==> src/rtl/dec_sync_pkg.sv <==
// Shared types and defaults for the 8b/10b link-sync controller.
package dec_sync_pkg;

  typedef enum logic [1:0] {
    ST_LOS  = 2'd0,
    ST_CDET = 2'd1,
    ST_SYNC = 2'd2
  } sync_state_e;

  localparam logic [7:0] K28_5_BYTE = 8'hBC;

  localparam int DEF_COMMA_CNT  = 3;
  localparam int DEF_ERR_THRESH = 4;
  localparam int DEF_GOOD_CNT   = 4;

endpackage

==> src/rtl/dec_sync_errcnt.sv <==
// 16-bit saturating event counter with synchronous clear.
module dec_sync_errcnt (
  input  logic        clk,
  input  logic        reset,
  input  logic        inc_i,
  input  logic        clr_i,
  output logic [15:0] cnt_o
);

  logic [15:0] cnt_q, cnt_d;

  // Clear wins over the old value, but a coincident hit still counts.
  always_comb begin
    cnt_d = cnt_q;
    if (clr_i) cnt_d = '0;
    if (inc_i && cnt_d != 16'hFFFF) cnt_d = cnt_d + 16'd1;
  end

  always_ff @(posedge clk or posedge reset) begin
    if (reset) cnt_q <= '0;
    else       cnt_q <= cnt_d;
  end

  assign cnt_o = cnt_q;

endmodule

==> src/rtl/dec_sync_ctrl.sv <==
// Comma acquire/lose-sync FSM and RD feedback after the 8b/10b decoder.
// Optional error counter: define DEC_SYNC_ERR_CNT_EN.
module dec_sync_ctrl
  import dec_sync_pkg::*;
#(
  parameter int COMMA_CNT  = DEF_COMMA_CNT,
  parameter int ERR_THRESH = DEF_ERR_THRESH,
  parameter int GOOD_CNT   = DEF_GOOD_CNT
) (
  input  logic        clk,
  input  logic        reset,
  input  logic        sym_valid,
  input  logic [7:0]  datout,
  input  logic        kout,
  input  logic        code_err,
  input  logic        disp_err,
  input  logic        rdispout,
  output logic        rdispin,
  output logic [7:0]  rx_data,
  output logic        rx_k,
  output logic        rx_valid,
  output logic        sync_ok,
  output logic [1:0]  sync_state,
  input  logic        err_clr,
  output logic [15:0] err_cnt
);

  localparam int CW = $clog2(COMMA_CNT + 1);
  localparam int BW = $clog2(ERR_THRESH + 1);
  localparam int GW = $clog2(GOOD_CNT + 1);
  localparam logic [CW-1:0] CMAX = CW'(COMMA_CNT);
  localparam logic [BW-1:0] BMAX = BW'(ERR_THRESH);
  localparam logic [GW-1:0] GMAX = GW'(GOOD_CNT);

  sync_state_e   state_q, state_d;
  logic [CW-1:0] comma_q, comma_d;
  logic [BW-1:0] bad_q, bad_d;
  logic [GW-1:0] good_q, good_d;
  logic          rd_q, rd_d;
  logic [7:0]    data_q, data_d;
  logic          k_q, k_d;
  logic          vld_q, vld_d;

  logic bad_sym, ok_sym, comma;

  assign bad_sym = sym_valid & (code_err | disp_err);
  assign ok_sym  = sym_valid & ~(code_err | disp_err);
  assign comma   = ok_sym & kout & (datout == K28_5_BYTE);

  always_comb begin
    state_d = state_q;
    comma_d = comma_q;
    bad_d   = bad_q;
    good_d  = good_q;
    case (state_q)
      ST_LOS: begin
        if (comma) begin
          comma_d = CW'(1);
          bad_d   = '0;
          good_d  = '0;
          state_d = (COMMA_CNT <= 1) ? ST_SYNC : ST_CDET;
        end
      end
      ST_CDET: begin
        if (bad_sym) begin
          state_d = ST_LOS;
        end else if (comma) begin
          if (comma_q != CMAX) comma_d = comma_q + CW'(1);
          if (comma_d == CMAX) begin
            state_d = ST_SYNC;
            bad_d   = '0;
            good_d  = '0;
          end
        end
      end
      ST_SYNC: begin
        if (bad_sym) begin
          good_d = '0;
          if (bad_q != BMAX) bad_d = bad_q + BW'(1);
          if (bad_d == BMAX) state_d = ST_LOS;
        end else if (ok_sym) begin
          if (good_q != GMAX) good_d = good_q + GW'(1);
          // A clean run retires one bad credit.
          if (good_d == GMAX && bad_q != '0) begin
            bad_d  = bad_q - BW'(1);
            good_d = '0;
          end
        end
      end
      default: state_d = ST_LOS;
    endcase
  end

  always_comb begin
    rd_d = ok_sym ? rdispout : rd_q;
    if (state_d == ST_LOS && state_q != ST_LOS) rd_d = 1'b0;
    vld_d  = ok_sym & (state_d == ST_SYNC);
    data_d = vld_d ? datout : data_q;
    k_d    = vld_d ? kout : k_q;
  end

  always_ff @(posedge clk or posedge reset) begin
    if (reset) begin
      state_q <= ST_LOS;
      comma_q <= '0;
      bad_q   <= '0;
      good_q  <= '0;
      rd_q    <= 1'b0;
      data_q  <= '0;
      k_q     <= 1'b0;
      vld_q   <= 1'b0;
    end else begin
      state_q <= state_d;
      comma_q <= comma_d;
      bad_q   <= bad_d;
      good_q  <= good_d;
      rd_q    <= rd_d;
      data_q  <= data_d;
      k_q     <= k_d;
      vld_q   <= vld_d;
    end
  end

  assign rdispin    = rd_q;
  assign rx_data    = data_q;
  assign rx_k       = k_q;
  assign rx_valid   = vld_q;
  assign sync_ok    = (state_q == ST_SYNC);
  assign sync_state = state_q;

`ifdef DEC_SYNC_ERR_CNT_EN
  dec_sync_errcnt u_errcnt (
    .clk   (clk),
    .reset (reset),
    .inc_i (bad_sym),
    .clr_i (err_clr),
    .cnt_o (err_cnt)
  );
`else
  logic unused_err_clr;
  assign unused_err_clr = err_clr;
  assign err_cnt        = '0;
`endif

endmodule
==> config.mk <==
export PLATFORM = sky130hd
export DESIGN_NAME = dec_sync_ctrl
export DESIGN_NICKNAME = d
export VERILOG_FILES = /design/src/rtl/dec_sync_pkg.sv /design/src/rtl/dec_sync_errcnt.sv /design/src/rtl/dec_sync_ctrl.sv
export SDC_FILE = /design/constraint.sdc
export NUM_CORES = 1
export LEC_CHECK = 0
export ABC_AREA = 1
export BUFFER_PORTS_ARGS = -buffer_cell sky130_fd_sc_hd__buf_2
export CAP_MARGIN = 20
export CORE_UTILIZATION = 45
export CTS_CLUSTER_SIZE = 8
export DETAILED_ROUTE_END_ITERATION = 6
export PLACE_DENSITY = 0.72
export SLEW_MARGIN = 20
export SYNTH_ARGS = -nofsm -noshare
export SYNTH_HDL_FRONTEND = slang
export SYNTH_HIERARCHICAL = 1
export SYNTH_SLANG_ARGS = --single-unit
==> constraint.sdc <==
create_clock -name clk -period 2 [get_ports clk]
set_input_delay 0.2 -clock clk [delete_from_list [all_inputs] [get_ports clk]]
set_output_delay 0.2 -clock clk [all_outputs]
set_load 0.005 [all_outputs]
==> flow_metrics.env, run 1 <==
export IMPL_status="complete, no violations"
export IMPL_end_kind="flip-flop"
export IMPL_grt_pass1_vias=1106
export IMPL_finClkSkew_ns=0.01211
export IMPL_ios=46
export IMPL_core_area_mm2=0.003028
export IMPL_rsz0062_at_grt="false"
export IMPL_ant_nets=0
export IMPL_placed_area_mm2=0.001556
export IMPL_track_usage_pct=18.17
export IMPL_ys_ff_latch=21
export IMPL_period_share_pct=89.79
export IMPL_period_minus_slack_ns=1.796
export IMPL_p_leak_nw=0.9338
export IMPL_gp_congestion=0.8171
export IMPL_finalPower_mw=0.7044
export IMPL_clk_path_buf_depth=2
export IMPL_root_buffer="clkbuf_4"
export IMPL_post_cts_buffers=0
export IMPL_p_switching_mw=0.1796
export IMPL_dpl_hpwl_mm=2.170
export IMPL_power_share_combinational_pct=9.4
export IMPL_hp_class="input port to asynchronous set/reset pin"
export IMPL_numCtsBuffers=3
export IMPL_ys_flop_type="dfrtp_1"
export IMPL_vias_per_cell=4.514
export IMPL_post_cts_resized=0
export IMPL_irDropWorstVdd_uv=460.9
export IMPL_internal_power_mw=0.5248
export IMPL_io_buffer_count=28
export IMPL_yosysUniqueCellTypes=21
export IMPL_initial_core_util_pct=47.23
export IMPL_final_hold_viol_count=0
export IMPL_worst_slew_pin_slew_ns=0.8057
export IMPL_clk_pin_slew_ns=0.12
export IMPL_synthArstFlopShare_pct=100.0
export IMPL_remaining_drc_errors=0
export IMPL_syn_inst=204
export IMPL_synth_area_mm2=0.001430
export IMPL_drtPass1Iterations=4
export IMPL_sw_frac_of_total_pct=25.49
export IMPL_synth_area_leader_cell="dfrtp_1"
export IMPL_seqPwrFrac_pct=61.0
export IMPL_die_x_um=58.38
export IMPL_cts_max_level=1
export IMPL_dp_cells=274
export IMPL_clock_power_share_pct=29.6
export IMPL_fp_row_count=20
export IMPL_slew_limit_headroom_pct=46.23
export IMPL_dieArea_mm2=0.003408
export IMPL_fmax_mhz=556.9
export IMPL_area_growth_pct=10.94
export IMPL_fin_nets=256
export IMPL_wl_per_cell_um=10.06
export IMPL_worstPathMaxFanout=7
export IMPL_slew_viol_final=0
export IMPL_yosysWarnings=6
export IMPL_die_h_um=58.38
export IMPL_layoutNonFillerInstCount=278
export IMPL_hold_buffers=0
export IMPL_drt_total_wl_mm=2.796
export IMPL_dr_first_iter_drc_count=57
export IMPL_setup_viol=0
export IMPL_vias=1255
export IMPL_cp_arrival_ns=2.00
export IMPL_required_ns=2.21
export IMPL_yosysMostFrequentCell="nand2_1"
export IMPL_critical_path_class="flip-flop to flip-flop"
export IMPL_fillers=332
export IMPL_n_antenna_cell=0
export IMPL_power_density_mw_per_mm2=444.0
export IMPL_cts_sinks=21
export IMPL_crit_path_start_kind="flip-flop"
export IMPL_synth_edf_count=0
export IMPL_grt_max_degree=22
export IMPL_grt_pass1_wl_mm=4.747
export IMPL_grt_antenna_before_repair=0
export IMPL_clk_latency_ns=0.31
export IMPL_synth_top_area_share_pct=36.75
export IMPL_final_layout_size_suffix_gt1_share_pct=20.94
export IMPL_tns_ns=0
export IMPL_grt_ovfl_total=0
export IMPL_cts_tree="done"
export IMPL_seq_area_frac_synth_pct=36.75
export IMPL_drv_cap=0
export IMPL_synth_common_cells="nand2_1 (66), inv_1 (23), dfrtp_1 (21), nand3_1 (19), nor2_1 (18)"
export IMPL_syn_mean_instance_area_um2=7.010
export IMPL_synthTopCellsByArea="dfrtp_1 (37%), nand2_1 (17%), buf_4 (8.9%)"
export IMPL_design_area_mm2=0.001587
per-layer routing:
metal,track usage (%),vias up,part of all wire [%]
met1,23.64,554,46
met2,30.05,34,48
met3,4.176,4,4.2
met5,0,-,0
met4,6.122,0,1.0
li1,-,663,-
cell families (layout without fill, tap and decap cells):
| family | after synthesis | after routing | synth area share, % |
|---|---|---|---|
| AO/OA/AOI/OAI | 9 | 9 | 3.500 |
| adder cells (fa/ha/maj) | 5 | 5 | 4.374 |
| buffers and inverters | 46 | 61 | 16.62 |
| flip-flops | 21 | 21 | 36.75 |
| other | 1 | 16 | 0.2622 |
| AND/OR/NAND/NOR | 122 | 122 | 38.50 |
critical path, stage by stage (launching register included):
cell and delay (ns):
dfrtp_1 0.45, inv_1 0.14, ha_1 0.24, inv_1 0.05, nand3_1 0.09, nand3_1 0.10, o21ai_1 0.19, nand2_2 0.13
buf_4 0.18, nand3_1 0.06, nand2_1 0.06
final timing paths:
path	to	from	cells after the start	slack [ns]
max	rx_data[7]	bad_q[0]	10	0.20
min in group clk	rx_data[5]	datout[5]	3	0.12
min	rx_data[5]	reset	2	0.02
min reg2reg	rx_k	rx_k	2	0.48
max in group asynchronous	good_q[0]	reset	2	1.48
max reg2reg	rx_data[7]	bad_q[0]	10	0.20
power groups by stage:
stage / sequential [mW] / combinational (mW) / clock, mW
6_report: 0.430 / 0.0662 / 0.208
5_1_grt: 0.430 / 0.0773 / 0.226
4_1_cts: 0.430 / 0.0664 / 0.214
3_5_place_dp: 0.438 / 0.0660 / 0
3_3_place_gp: 0.438 / 0.0663 / 0
2_1_floorplan: 0.438 / 0.0603 / 0
flip-flops by register name, summed over array words and instances, names as in the netlist:
name	cells
rx_valid	1
comma_q	2
rx_k	1
sync_state	2
good_q	3
rdispin	1
rx_data	8
bad_q	3
area by class of cell:
class | instances | area [um^2] | share of cell area (%)
Tap cell | 44 | 55.05 | 3.470
Clock inverter | 1 | 5.005 | 0.3155
Clock buffer | 3 | 22.52 | 1.420
Multi-Input combinational cell | 152 | 725.7 | 45.74
Timing Repair Buffer | 29 | 147.6 | 9.306
Sequential cell | 21 | 525.5 | 33.12
Inverter | 28 | 105.1 | 6.625
cells in the final DEF (no fill, tap or decap):
cell,n
a21o_1,1
ha_1,5
nor2_1,18
nor3_1,2
conb_1,16
buf_2,28
nand3_1,19
nand3_2,1
nand2_1,65
inv_1,23
dfrtp_1,21
a21oi_1,3
clkbuf_4,3
a21boi_1,1
clkinv_2,1
nor2_4,4
nor2_2,1
buf_4,1
inv_2,5
and3_1,1
o21ai_1,4
nand2_2,5
nand4_1,6
stage by stage:
| stage | utilization, % | hold slack, ns | worst slack, ns |
|---|---|---|---|
| floorplan | - | 0.1765 | 0.5154 |
| global placement | 51.41 | 0.3926 | 0.2594 |
| detailed placement | 51.41 | 0.3921 | 0.2176 |
| CTS | 52.31 | 0.03250 | 0.1741 |
| global route | 52.40 | 0.09785 | 0.04101 |
| finish | 52.40 | 0.01717 | 0.2042 |
Note: power is estimated with default switching activity, not from simulation.
==> run 2: changes to the inputs <==
Settings changed: ABC_AREA 1 to 0, PLACE_DENSITY 0.72 to 0.73, TNS_END_PERCENT set to 1.
==> run 2 against run 1 <==
  * Final area is 1.1% lower
  * Non-clock buffer count grew 5
  * Sequential cell count did not move
  * Sequential power increased by 60%
  * Combinational power grew to 13 times the previous value
  * First-iteration DRC count down 30%
  * Fmax fell by 7.0%
  * Clock power hardly changed
  * Clock skew is 0.010 ns lower
  * Critical path type unchanged
  * Routed wire length decreased by 0.14%
==> flow_metrics.env, run 2 <==
export IMPL_status="complete, no violations"
export IMPL_grt_max_degree=22
export IMPL_synthArstFlopShare_pct=100.0
export IMPL_finalPower_mw=1.730
export IMPL_die_x_um=56.65
export IMPL_path_delay_family="simple AND/OR/NAND/NOR gates"
export IMPL_tns_ns=0
export IMPL_cts_sinks=21
export IMPL_cts_max_level=1
export IMPL_period_minus_slack_ns=1.930
export IMPL_synthTopCellsByArea="dfrtp_1 (39%), mux2_4 (10%), buf_4 (8.9%)"
export IMPL_hp_class="input port to asynchronous set/reset pin"
export IMPL_layoutNonFillerInstCount=205
export IMPL_placed_area_mm2=0.001489
export IMPL_worstPathMaxFanout=5
export IMPL_fmax_mhz=518.1
export IMPL_root_buffer="clkbuf_4"
export IMPL_ant_nets=0
export IMPL_path_cells="inv_2, ha_4, or4bb_1, nand3_2, a21oi_1, or3_4, o22ai_2"
export IMPL_slowest_stage="or4bb_1"
export IMPL_synth_area_mm2=0.001344
export IMPL_drv_cap=0
export IMPL_area_growth_pct=16.76
export IMPL_track_usage_pct=18.53
export IMPL_n_antenna_cell=0
export IMPL_yosysWarnings=6
export IMPL_dpl_hpwl_mm=2.107
export IMPL_numCtsBuffers=3
export IMPL_vias=1117
export IMPL_syn_mean_instance_area_um2=9.668
export IMPL_final_cell_mix="buf_2 (28), dfrtp_1 (21), conb_1 (16)"
export IMPL_finClkSkew_ns=0.002136
export IMPL_irDropWorstVdd_uv=565.3
export IMPL_initial_core_util_pct=48.31
export IMPL_clk_path_buf_depth=2
export IMPL_rsz0062_at_grt="false"
export IMPL_ys_flop_type="dfrtp_1"
export IMPL_grt_pass1_wl_mm=4.588
export IMPL_die_h_um=56.65
export IMPL_design_area_mm2=0.001569
export IMPL_seq_area_frac_synth_pct=39.11
export IMPL_ios=46
export IMPL_yosysMostFrequentCell="dfrtp_1"
export IMPL_core_area_mm2=0.002781
export IMPL_whs_ns=0.01490
export IMPL_cp_arrival_ns=2.17
export IMPL_setup_viol=0
export IMPL_slew_limit_headroom_pct=47.34
export IMPL_worst_slew_pin_slew_ns=0.7890
export IMPL_grt_ovfl_total=0
export IMPL_post_cts_buffers=0
export IMPL_crit_path_start_kind="flip-flop"
export IMPL_grt_antenna_before_repair=0
export IMPL_critPathMaxStageDelay_ns=0.50
export IMPL_p_leak_nw=0.7980
export IMPL_grt_pass1_vias=1095
export IMPL_dieArea_mm2=0.003209
export IMPL_ys_ff_latch=21
export IMPL_cts_tree="done"
export IMPL_final_hold_viol_count=0
export IMPL_io_buffer_count=28
export IMPL_remaining_drc_errors=0
export IMPL_required_ns=2.24
export IMPL_vias_per_cell=5.449
export IMPL_wl_per_cell_um=13.62
export IMPL_end_kind="flip-flop"
export IMPL_drt_total_wl_mm=2.792
export IMPL_final_layout_size_suffix_gt1_share_pct=33.91
export IMPL_drtPass1Iterations=4
export IMPL_clk_latency_ns=0.31
export IMPL_fp_row_count=19
export IMPL_cp_num_buf_inv=1
export IMPL_synth_top_area_share_pct=39.11
export IMPL_layout_commonest_cell="buf_2"
export IMPL_largest_register_ffs=8
export IMPL_dp_cells=201
export IMPL_slew_viol_final=0
export IMPL_clk_pin_slew_ns=0.12
export IMPL_period_share_pct=96.50
export IMPL_yosysUniqueCellTypes=37
export IMPL_synth_area_leader_cell="dfrtp_1"
export IMPL_critical_path_class="flip-flop to flip-flop"
export IMPL_synth_common_cells="dfrtp_1 (21), buf_4 (16), inv_1 (11), nand2_1 (10), mux2_4 (9)"
export IMPL_power_density_mw_per_mm2=1103
export IMPL_dr_first_iter_drc_count=40
export IMPL_syn_inst=139
export IMPL_gp_congestion=0.7701
export IMPL_fin_nets=196
export IMPL_synth_edf_count=0
[run 2: final timing paths]
kind                              end       start  cells after the start  slack, ns
max                          bad_q[0]   good_q[0]                      7       0.07
min                          bad_q[2]       reset                      2       0.01
max reg2reg                  bad_q[0]   good_q[0]                      7       0.07
min reg2reg                rx_data[5]  rx_data[5]                      1       0.53
max in group asynchronous   good_q[2]       reset                      2       1.49
min in group clk           rx_data[4]   datout[4]                      2       0.12
[run 2: layout make-up]
cell class                 instances  area [um^2]
fill                             254         1212
multi-input combinational        104        752.0
sequential                        21        525.5
timing repair buffer              34        185.2
inverter                          11        41.29
tap                               31        38.79
clock buffer                       4        26.28
[run 2: kinds of logic after synthesis]
kind of cell | count (synthesis) | share of synthesized area, %
AO/OA/AOI/OAI | 28 | 13.41
flip-flops | 21 | 39.11
other | 1 | 0.2791
AND/OR/NAND/NOR | 46 | 19.37
buffers and inverters | 29 | 13.13
adder cells (fa/ha/maj) | 5 | 4.655
multiplexers | 9 | 10.06
[run 2: per-layer routing]
layer | vias up | global-route usage (%) | wire, um
met5 | - | 0 | 0
met4 | 0 | 8.014 | 39
met3 | 5 | 4.378 | 123
met2 | 40 | 33.28 | 1490
met1 | 540 | 20.62 | 1139
li1 | 532 | - | -
[run 2: report_power, final]
part | switching [mW] | leakage (nW) | internal [mW]
clock network | 0.133 | 0.0150 | 0.0779
logic | 0.393 | 0.513 | 0.436
registers | 0.119 | 0.270 | 0.572
total | 0.644 | 0.798 | 1.09
[run 2: what timing repair did]
action / in CTS / in global routing
pin swaps: 1 / 0
endpoints found under the setup margin: 1 / 3
gates resized for setup: 2 / 10
hold buffers: 0 / 0
hold endpoints to repair: 0 / 0
[run 2: worst register-to-register path, stage by stage (launching register included)]
cell and delay (ns):
dfrtp_1 0.43, inv_2 0.08, ha_4 0.16, or4bb_1 0.50
nand3_2 0.10, a21oi_1 0.08, or3_4 0.35, o22ai_2 0.17
[run 2: through the flow]
stage / setup slack (ns) / util (%)
6_report: 0.06992 / 56.41
5_1_grt: 0.004471 / 56.41
3_3_place_gp: 0.05263 / 53.53
2_1_floorplan: 0.06833 / -
3_5_place_dp: -0.01875 / 53.53
4_1_cts: 0.02482 / 54.93
